$ cat src/rtl/axi_lite_word_slave.sv
// AXI4-Lite word responder backed by a resettable register memory; independent write and read FSMs.
// Optional byte-strobe merging is enabled by defining AXI_LITE_SLAVE_WSTRB_EN.
//
// state  | meaning
// W_IDLE | collecting AW and W (either order); commit once both are present
// W_RESP | write response pending on B
// R_IDLE | accepting AR
// R_DATA | read data/response pending on R
module axi_lite_word_slave #(
  parameter int                        AXI_ADDR_WIDTH = 64,
  parameter int                        AXI_DATA_WIDTH = 32,
  parameter int                        MEM_DEPTH      = 64,
  parameter logic [AXI_ADDR_WIDTH-1:0] BASE_ADDR      = '0
) (
  input  logic                          i_clk,
  input  logic                          i_arstn,
  input  logic [AXI_ADDR_WIDTH-1:0]     i_awaddr,
  input  logic                          i_awvalid,
  output logic                          o_awready,
  input  logic [AXI_DATA_WIDTH-1:0]     i_wdata,
  input  logic [AXI_DATA_WIDTH/8-1:0]   i_wstrb,
  input  logic                          i_wvalid,
  output logic                          o_wready,
  output logic [1:0]                    o_bresp,
  output logic                          o_bvalid,
  input  logic                          i_bready,
  input  logic [AXI_ADDR_WIDTH-1:0]     i_araddr,
  input  logic                          i_arvalid,
  output logic                          o_arready,
  output logic [AXI_DATA_WIDTH-1:0]     o_rdata,
  output logic [1:0]                    o_rresp,
  output logic                          o_rvalid,
  input  logic                          i_rready
);

  localparam int IDX_W = $clog2(MEM_DEPTH);
  localparam logic [1:0] RESP_OKAY   = 2'b00;
  localparam logic [1:0] RESP_SLVERR = 2'b10;

  typedef enum logic {W_IDLE, W_RESP} w_state_e;
  typedef enum logic {R_IDLE, R_DATA} r_state_e;

  w_state_e                  w_state_q;
  r_state_e                  r_state_q;
  logic                      aw_held_q, w_held_q;
  logic [AXI_ADDR_WIDTH-1:0] awaddr_q;
  logic [AXI_DATA_WIDTH-1:0] wdata_q;
  logic                      bvalid_q, rvalid_q;
  logic [1:0]                bresp_q, rresp_q;
  logic [AXI_DATA_WIDTH-1:0] rdata_q;
  logic [AXI_DATA_WIDTH-1:0] mem_q [MEM_DEPTH];
  logic [AXI_DATA_WIDTH-1:0] mem_d;

  logic                      aw_hs, w_hs, w_commit;
  logic [AXI_ADDR_WIDTH-1:0] w_addr, w_off, r_off;
  logic [AXI_DATA_WIDTH-1:0] w_data;
  logic                      w_ok, r_ok;
  logic [IDX_W-1:0]          w_idx, r_idx;

  assign o_awready = (w_state_q == W_IDLE) && !aw_held_q;
  assign o_wready  = (w_state_q == W_IDLE) && !w_held_q;
  assign o_arready = (r_state_q == R_IDLE);
  assign o_bvalid  = bvalid_q;
  assign o_bresp   = bresp_q;
  assign o_rvalid  = rvalid_q;
  assign o_rresp   = rresp_q;
  assign o_rdata   = rdata_q;

  assign aw_hs    = i_awvalid && o_awready;
  assign w_hs     = i_wvalid && o_wready;
  assign w_commit = (w_state_q == W_IDLE) && (aw_held_q || aw_hs) && (w_held_q || w_hs);

  // Whichever half was captured earlier comes from its holding register.
  assign w_addr = aw_held_q ? awaddr_q : i_awaddr;
  assign w_data = w_held_q ? wdata_q : i_wdata;
  assign w_off  = w_addr - BASE_ADDR;
  assign w_ok   = (w_addr >= BASE_ADDR) && (w_off[1:0] == 2'b00) &&
                  ((w_off >> 2) < AXI_ADDR_WIDTH'(MEM_DEPTH));
  assign w_idx  = w_off[2 +: IDX_W];

  assign r_off = i_araddr - BASE_ADDR;
  assign r_ok  = (i_araddr >= BASE_ADDR) && (r_off[1:0] == 2'b00) &&
                 ((r_off >> 2) < AXI_ADDR_WIDTH'(MEM_DEPTH));
  assign r_idx = r_off[2 +: IDX_W];

`ifdef AXI_LITE_SLAVE_WSTRB_EN
  logic [AXI_DATA_WIDTH/8-1:0] wstrb_q;
  logic [AXI_DATA_WIDTH/8-1:0] w_strb;
  assign w_strb = w_held_q ? wstrb_q : i_wstrb;

  always_comb begin
    mem_d = w_data;
    for (int k = 0; k < AXI_DATA_WIDTH/8; k++) begin
      if (!w_strb[k]) mem_d[8*k +: 8] = mem_q[w_idx][8*k +: 8];
    end
  end

  always_ff @(posedge i_clk or negedge i_arstn) begin
    if (!i_arstn)  wstrb_q <= '0;
    else if (w_hs) wstrb_q <= i_wstrb;
  end
`else
  logic unused_wstrb;
  assign unused_wstrb = ^i_wstrb;

  always_comb begin
    mem_d = w_data;
  end
`endif

  always_ff @(posedge i_clk or negedge i_arstn) begin
    if (!i_arstn) begin
      for (int i = 0; i < MEM_DEPTH; i++) mem_q[i] <= '0;
    end else if (w_commit && w_ok) begin
      mem_q[w_idx] <= mem_d;
    end
  end

  always_ff @(posedge i_clk or negedge i_arstn) begin
    if (!i_arstn) begin
      w_state_q <= W_IDLE;
      aw_held_q <= 1'b0;
      w_held_q  <= 1'b0;
      awaddr_q  <= '0;
      wdata_q   <= '0;
      bvalid_q  <= 1'b0;
      bresp_q   <= RESP_OKAY;
    end else begin
      case (w_state_q)
        W_IDLE: begin
          if (aw_hs) begin
            aw_held_q <= 1'b1;
            awaddr_q  <= i_awaddr;
          end
          if (w_hs) begin
            w_held_q <= 1'b1;
            wdata_q  <= i_wdata;
          end
          if (w_commit) begin
            w_state_q <= W_RESP;
            bvalid_q  <= 1'b1;
            bresp_q   <= w_ok ? RESP_OKAY : RESP_SLVERR;
          end
        end
        W_RESP: begin
          if (i_bready) begin
            w_state_q <= W_IDLE;
            bvalid_q  <= 1'b0;
            aw_held_q <= 1'b0;
            w_held_q  <= 1'b0;
          end
        end
        default: w_state_q <= W_IDLE;
      endcase
    end
  end

  // Memory is sampled before this edge's write lands, so a colliding read sees the old word.
  always_ff @(posedge i_clk or negedge i_arstn) begin
    if (!i_arstn) begin
      r_state_q <= R_IDLE;
      rvalid_q  <= 1'b0;
      rresp_q   <= RESP_OKAY;
      rdata_q   <= '0;
    end else begin
      case (r_state_q)
        R_IDLE: begin
          if (i_arvalid) begin
            r_state_q <= R_DATA;
            rvalid_q  <= 1'b1;
            rresp_q   <= r_ok ? RESP_OKAY : RESP_SLVERR;
            rdata_q   <= r_ok ? mem_q[r_idx] : '0;
          end
        end
        R_DATA: begin
          if (i_rready) begin
            r_state_q <= R_IDLE;
            rvalid_q  <= 1'b0;
          end
        end
        default: r_state_q <= R_IDLE;
      endcase
    end
  end

endmodule

$ cat config.mk
export PLATFORM = sky130hd
export DESIGN_NAME = axi_lite_word_slave
export DESIGN_NICKNAME = d
export VERILOG_FILES = /design/src/rtl/axi_lite_word_slave.sv
export SDC_FILE = /design/constraint.sdc
export NUM_CORES = 2
export LEC_CHECK = 0
export CORE_UTILIZATION = 30
export CTS_CLUSTER_SIZE = 12
export DETAILED_ROUTE_END_ITERATION = 8
export PLACE_DENSITY_LB_ADDON = 0.08
export SLEW_MARGIN = 20
export SYNTH_ARGS = -nofsm -noshare
export SYNTH_HDL_FRONTEND = slang
export SYNTH_SLANG_ARGS = --single-unit
$ cat constraint.sdc
create_clock -name i_clk -period 5.9 [get_ports i_clk]
set_input_delay 1.475 -clock i_clk [delete_from_list [all_inputs] [get_ports i_clk]]
set_output_delay 1.475 -clock i_clk [all_outputs]
set_load 0.02 [all_outputs]
Word-level counts from Yosys, hierarchy flattened
Cells that the tools add are included.
{"block": "word_totals", "reg_bits": 2186}
{"block": "classes", "magnitude_cmp": 7, "n_eq_ne": 6, "muxes": 27, "n_bitwise": 4, "n_reduce_logical": 26}
{"cell": "$bwmux 2048", "count": 1}
{"cell": "$bmux 32 s6", "count": 1}
{"cell": "$demux 32 s6", "count": 1}
{"cell": "$mux 32", "count": 5}
{"cell": "$ge 64x1->1 const B", "count": 2}
{"cell": "$lt 62x7->1 const B", "count": 2}
{"cell": "$mux 64", "count": 1}
{"cell": "$reduce_and 2->1", "count": 8}
{"cell": "$ge 7x7->1 const B", "count": 2}
{"cell": "$not 6->7", "count": 2}
{"cell": "$logic_and 1x1->1", "count": 12}
{"cell": "$ne 2x2->1 const B", "count": 6}
{"cell": "$pmux 1 s2", "count": 6}
{"cell": "$mux 1", "count": 10}
{"cell": "$lt 7x1->1 const B", "count": 1}
{"cell": "$logic_not 2->1", "count": 2}
{"cell": "$mux 2", "count": 2}
{"cell": "$logic_not 1->1", "count": 2}
{"cell": "$logic_or 1x1->1", "count": 2}
{"cell": "$not 1->1", "count": 2}

Depth between registers and ports, before layout
{"block": "depth", "depth_word": 8, "mapped_depth": 11}

Least setup slack after synthesis
Ideal clock, no wire load.
{"block": "synth_path", "path_type": "input-to-reg", "start": "in i_araddr[2]", "end": "reg rdata_q[15] (netlist: o_rdata[15])", "arrival_time_ps": 3407, "required_ps": 5776, "path_slack_ps": 2369, "path_stages": 8, "n_path_buf": 4, "path_cell_list": "buf_2 -> buf_4 -> buf_2 -> buf_4 -> mux4_2 -> a221oi_1 -> o22ai_1 -> a211o_1"}
{"block": "synth_between", "elab_chain_len": 5}
{"element": "from (decl)", "line": "27", "source": "input logic [AXI_ADDR_WIDTH-1:0] i_araddr,"}
{"element": "branches (longest 4 deep; another with $ge 64x1->1)"}
{"element": "$mux 32 *", "line": "172", "source": "rdata_q <= r_ok ? mem_q[r_idx] : '0;"}
{"element": "to (signal assigned)", "line": "172"}
{"element": "to (decl)", "line": "50", "source": "logic [AXI_DATA_WIDTH-1:0] rdata_q;"}
Every way passes the cells marked *. The select of a mux whose other input is x is not followed.
A chain may end at the register's enable or synchronous reset.

Worst setup path after layout
{"block": "layout_path", "start": "reg aw_held_q", "end": "reg mem_q[351] in the netlist's numbering"}
{"block": "layout_between", "elab_chain_len": 7}
{"element": "from (decl)", "line": "45", "source": "logic aw_held_q, w_held_q;"}
{"element": "from (signal assigned)", "line": "122", "source": "aw_held_q <= 1'b0;"}
{"element": "from (signal assigned)", "line": "132", "source": "aw_held_q <= 1'b1;"}
{"element": "from (signal assigned)", "line": "149", "source": "aw_held_q <= 1'b0;"}
{"element": "branches (longest 7 deep; another with $ge 64x1->1)"}
{"element": "to (signal, indexed assignment)", "line": "115", "source": "mem_q[w_idx] <= mem_d;"}
{"element": "to (decl)", "line": "51", "source": "logic [AXI_DATA_WIDTH-1:0] mem_q [MEM_DEPTH];"}
Several ways; the timed one is not identified.

==> metrics <==
Crit Path Class=reg2reg; Routed Antenna Nets=0; Power Internal=26500 uW; CTS Hold Bufs=0; Critical R2R Launch=aw_held_q$_DFFE_PN0P_; register area share after synthesis=0.570; syn avg cell area=11.1 um2; endpoint type of the worst setup path=flip-flop; Worst Path Max Fanout=64; Hold Path Stages=2; biggest area consumer among synthesized cells=dfrtp_1; Hold Fails Final Rpt=0; dpl cell area=103000 um2; Power, Total=38000 uW; status=finished clean; # clock sinks=2184; first-pass GRT wire length=501 mm; Final Cell Area=112000 um2; Clock Power Share=0.435; Area contributors post-synth=dfrtp_1 57%, mux4_2 11%, o21ai_1 9.6%; reg2reg end=mem_q[351]$_DFFE_PN0P_; IO Pins=212; Fin Setup TNS=0 ns; RSZ-0062 raised after global routing=no; # Post-CTS Setup Buffers=0; Worst EP arrival=4.91 ns; final setup violation count=0; layout cells sized above 1=0.154; Max-Cap Viols=0; final core occ=0.351; via/cell ratio=5.13; Sw Ratio=0.304; Leak=0.0469 uW; Fill cells=31500; FF-to-FF setup slack=1.69 ns; final setup skew=0.0414 ns; grt total ovfl=0; Row Count=207; die area=322000 um2; PnR worst setup slack=1.69 ns; placer congestion estimate=0.781; HP Start=mem_q[26]$_DFFE_PN0P_; r2r worst-path depth=10; largest net degree at the start of global routing=157; fin. max-slew vios=0; DPL Wire Length=209 mm; Syn Inst Count=8677; vias=66700; switching power=11500 uW; Area growth syn-to-layout=16.3%; Die H=568 um; startpoint types=flip-flop; FFs w/ async S/R, synth=1.00; Starting Density=0.302; share of the synthesized area in the top cell type=0.570; Sequential Power Share=0.412; GRT Total Usage=0.212; clock latency on the worst-skew pair=0.88 ns; first drt pass iteration count=5; CTS root buffer=clkbuf_16; initial antenna violation count=18; Layout Nets=8785; CTS buffer count=267; min Tclk post-route=4.21 ns; Setup WS pre-CTS=0.811 ns; Yosys cell types=62; Yosys warnings=0; final worst path period share=0.713; Critical Path Max Stage Delay=0.81 ns; CTS Buffer Depth=4; WP data required=6.60 ns; Iteration-0 DRC Markers=4740; CP Cell Sequence=buf_4 -> nor4b_1 -> nand4_1 -> o22ai_4 -> buf_4 -> buf_4 -> o2111ai_4 -> buf_4 -> nand2_1 -> o21ai_0; HP Class=reg2reg; commonest non-fill, non-tap cell in the layout=dfrtp_1; post-CTS resize count=0; DRC Markers=0; fmax=238 MHz; Slew headroom=0.222; number of synthesized flops with an enable pin=0; IR drop worst, VDD=0.308 mV; worst hold endpoint=mem_q[26]$_DFFE_PN0P_; Slew @ Worst Pin=1.17 ns; synthesis-stage register bit count=2184; CTS tree=done; WL final=340 mm; WL/cell=26.2 um; Most common cell on crit path=buf_4; Port Buffers=205; vias in the first global route=68300; core area=318000 um2; H-tree depth=5; clk slew on worst S/H paths=0.06 ns; Die Width=568 um; PwrDens=340 nW/um2; ys flop type=dfrtp_1; synthesized area=96000 um2; Combinational Power Share=0.152; commonest cells after routing, fill and taps aside=2183 x dfrtp_1, 2142 x nand2_1, 1849 x o21ai_1; slowest stage cell, crit path=dfrtp_1
power groups by stage:
stage               Clock (uW)  Combinational [uW]  Sequential (uW)
detailed placement           0                5860            15900
global route             17600                6230            15700
floorplan                    0                3200            15700
CTS                      17000                5860            15700
global placement             0                5790            15900
finish                   16500                5790            15700
layout make-up:
class | count | area, um2 | share of cell area
diodes | 4 | 10.0 | 0.0000897
well taps | 4180 | 5230 | 0.0469
repair buffers | 487 | 5000 | 0.0448
clock buffers | 415 | 8000 | 0.0717
inverters | 10 | 37.5 | 0.000336
clock inverters | 53 | 701 | 0.00628
multi-input cells | 5664 | 37900 | 0.340
flip-flops and latches | 2184 | 54700 | 0.490
logic make-up (layout without fill, tap and decap cells):
family / Yosys count / after routing / share of synthesized area
other cells: 1 / 6 / 0.0000391
buf+inv: 830 / 965 / 0.0410
flops: 2184 / 2184 / 0.570
simple gates: 2443 / 2443 / 0.0997
mux: 743 / 743 / 0.138
compound gates: 2476 / 2476 / 0.152
registers in the layout (all words and copies together) (netlist names):
signal,flops
mem_q,2048
awaddr_q,64
o_rdata,32
wdata_q,32
aw_held_q,1
o_bresp,1
o_bvalid,1
o_rresp,1
o_rvalid,1
r_state_q,1
w_held_q,1
w_state_q,1
stage by stage:
stage | hold slack, ns | instances
after floorplan | 0.445 | 8678
after detailed placement | 0.466 | 12500
final | 0.474 | 13000
after CTS | 0.478 | 13000
after global placement | 0.457 | 12500
after global routing | 0.493 | 13000
Yosys cell counts (4+ instances only):
master	count
dfrtp_1	2184
nand2_1	2142
o21ai_1	1849
mux4_2	453
buf_2	431
clkbuf_1	309
o21ai_0	231
mux2i_1	185
a22oi_1	119
nor2_1	119
mux2_2	105
o2111ai_4	59
nand3_1	57
o22ai_1	47
buf_4	33
nor4_1	33
a22o_1	30
buf_1	28
a221oi_1	27
nand4_1	22
nor3_1	21
a21oi_1	19
a31oi_1	19
a32oi_1	13
buf_6	13
a221o_1	11
nor2b_1	10
o221ai_1	10
inv_1	9
a41oi_1	8
and2_1	8
nand2b_1	8
o211ai_1	5
or3_1	5
a2111oi_0	4
a211o_1	4
and3_1	4
buf_8	4
nor4b_1	4
o2111ai_2	4
layer usage:
metal / routed length [um] / vias to the layer above / GRT usage
li1: - / 31000 / -
met2: 158000 / 1213 / 0.342
met5: 13 / - / 0
met3: 12200 / 382 / 0.0229
met4: 7910 / 2 / 0.0507
met1: 162000 / 34200 / 0.304
critical path, delay by kind of cell, from the launching register on:
kind / cells / cell delay [ns]
AO/OA/AOI/OAI: 3 / 0.81
buffers and inverters: 4 / 1.46
flip-flops: 1 / 0.81
AND/OR/NAND/NOR: 3 / 0.76
worst max path at each step:
stage | from | endpoint | slack, ns | cells after the start
3_5_place_dp | i_awaddr[14] | mem_q[287]$_DFFE_PN0P_ | 0.81 | 10
5_1_grt | aw_held_q$_DFFE_PN0P_ | mem_q[836]$_DFFE_PN0P_ | 1.43 | 9
4_1_cts | aw_held_q$_DFFE_PN0P_ | mem_q[287]$_DFFE_PN0P_ | 1.59 | 10
2_1_floorplan | i_araddr[2] | o_rdata[15]$_DFFE_PN0P_ | 2.37 | 8
3_3_place_gp | i_awaddr[13] | mem_q[351]$_DFFE_PN0P_ | 0.83 | 10
6_report | aw_held_q$_DFFE_PN0P_ | mem_q[351]$_DFFE_PN0P_ | 1.69 | 10
(Power assumes the default switching activity.)
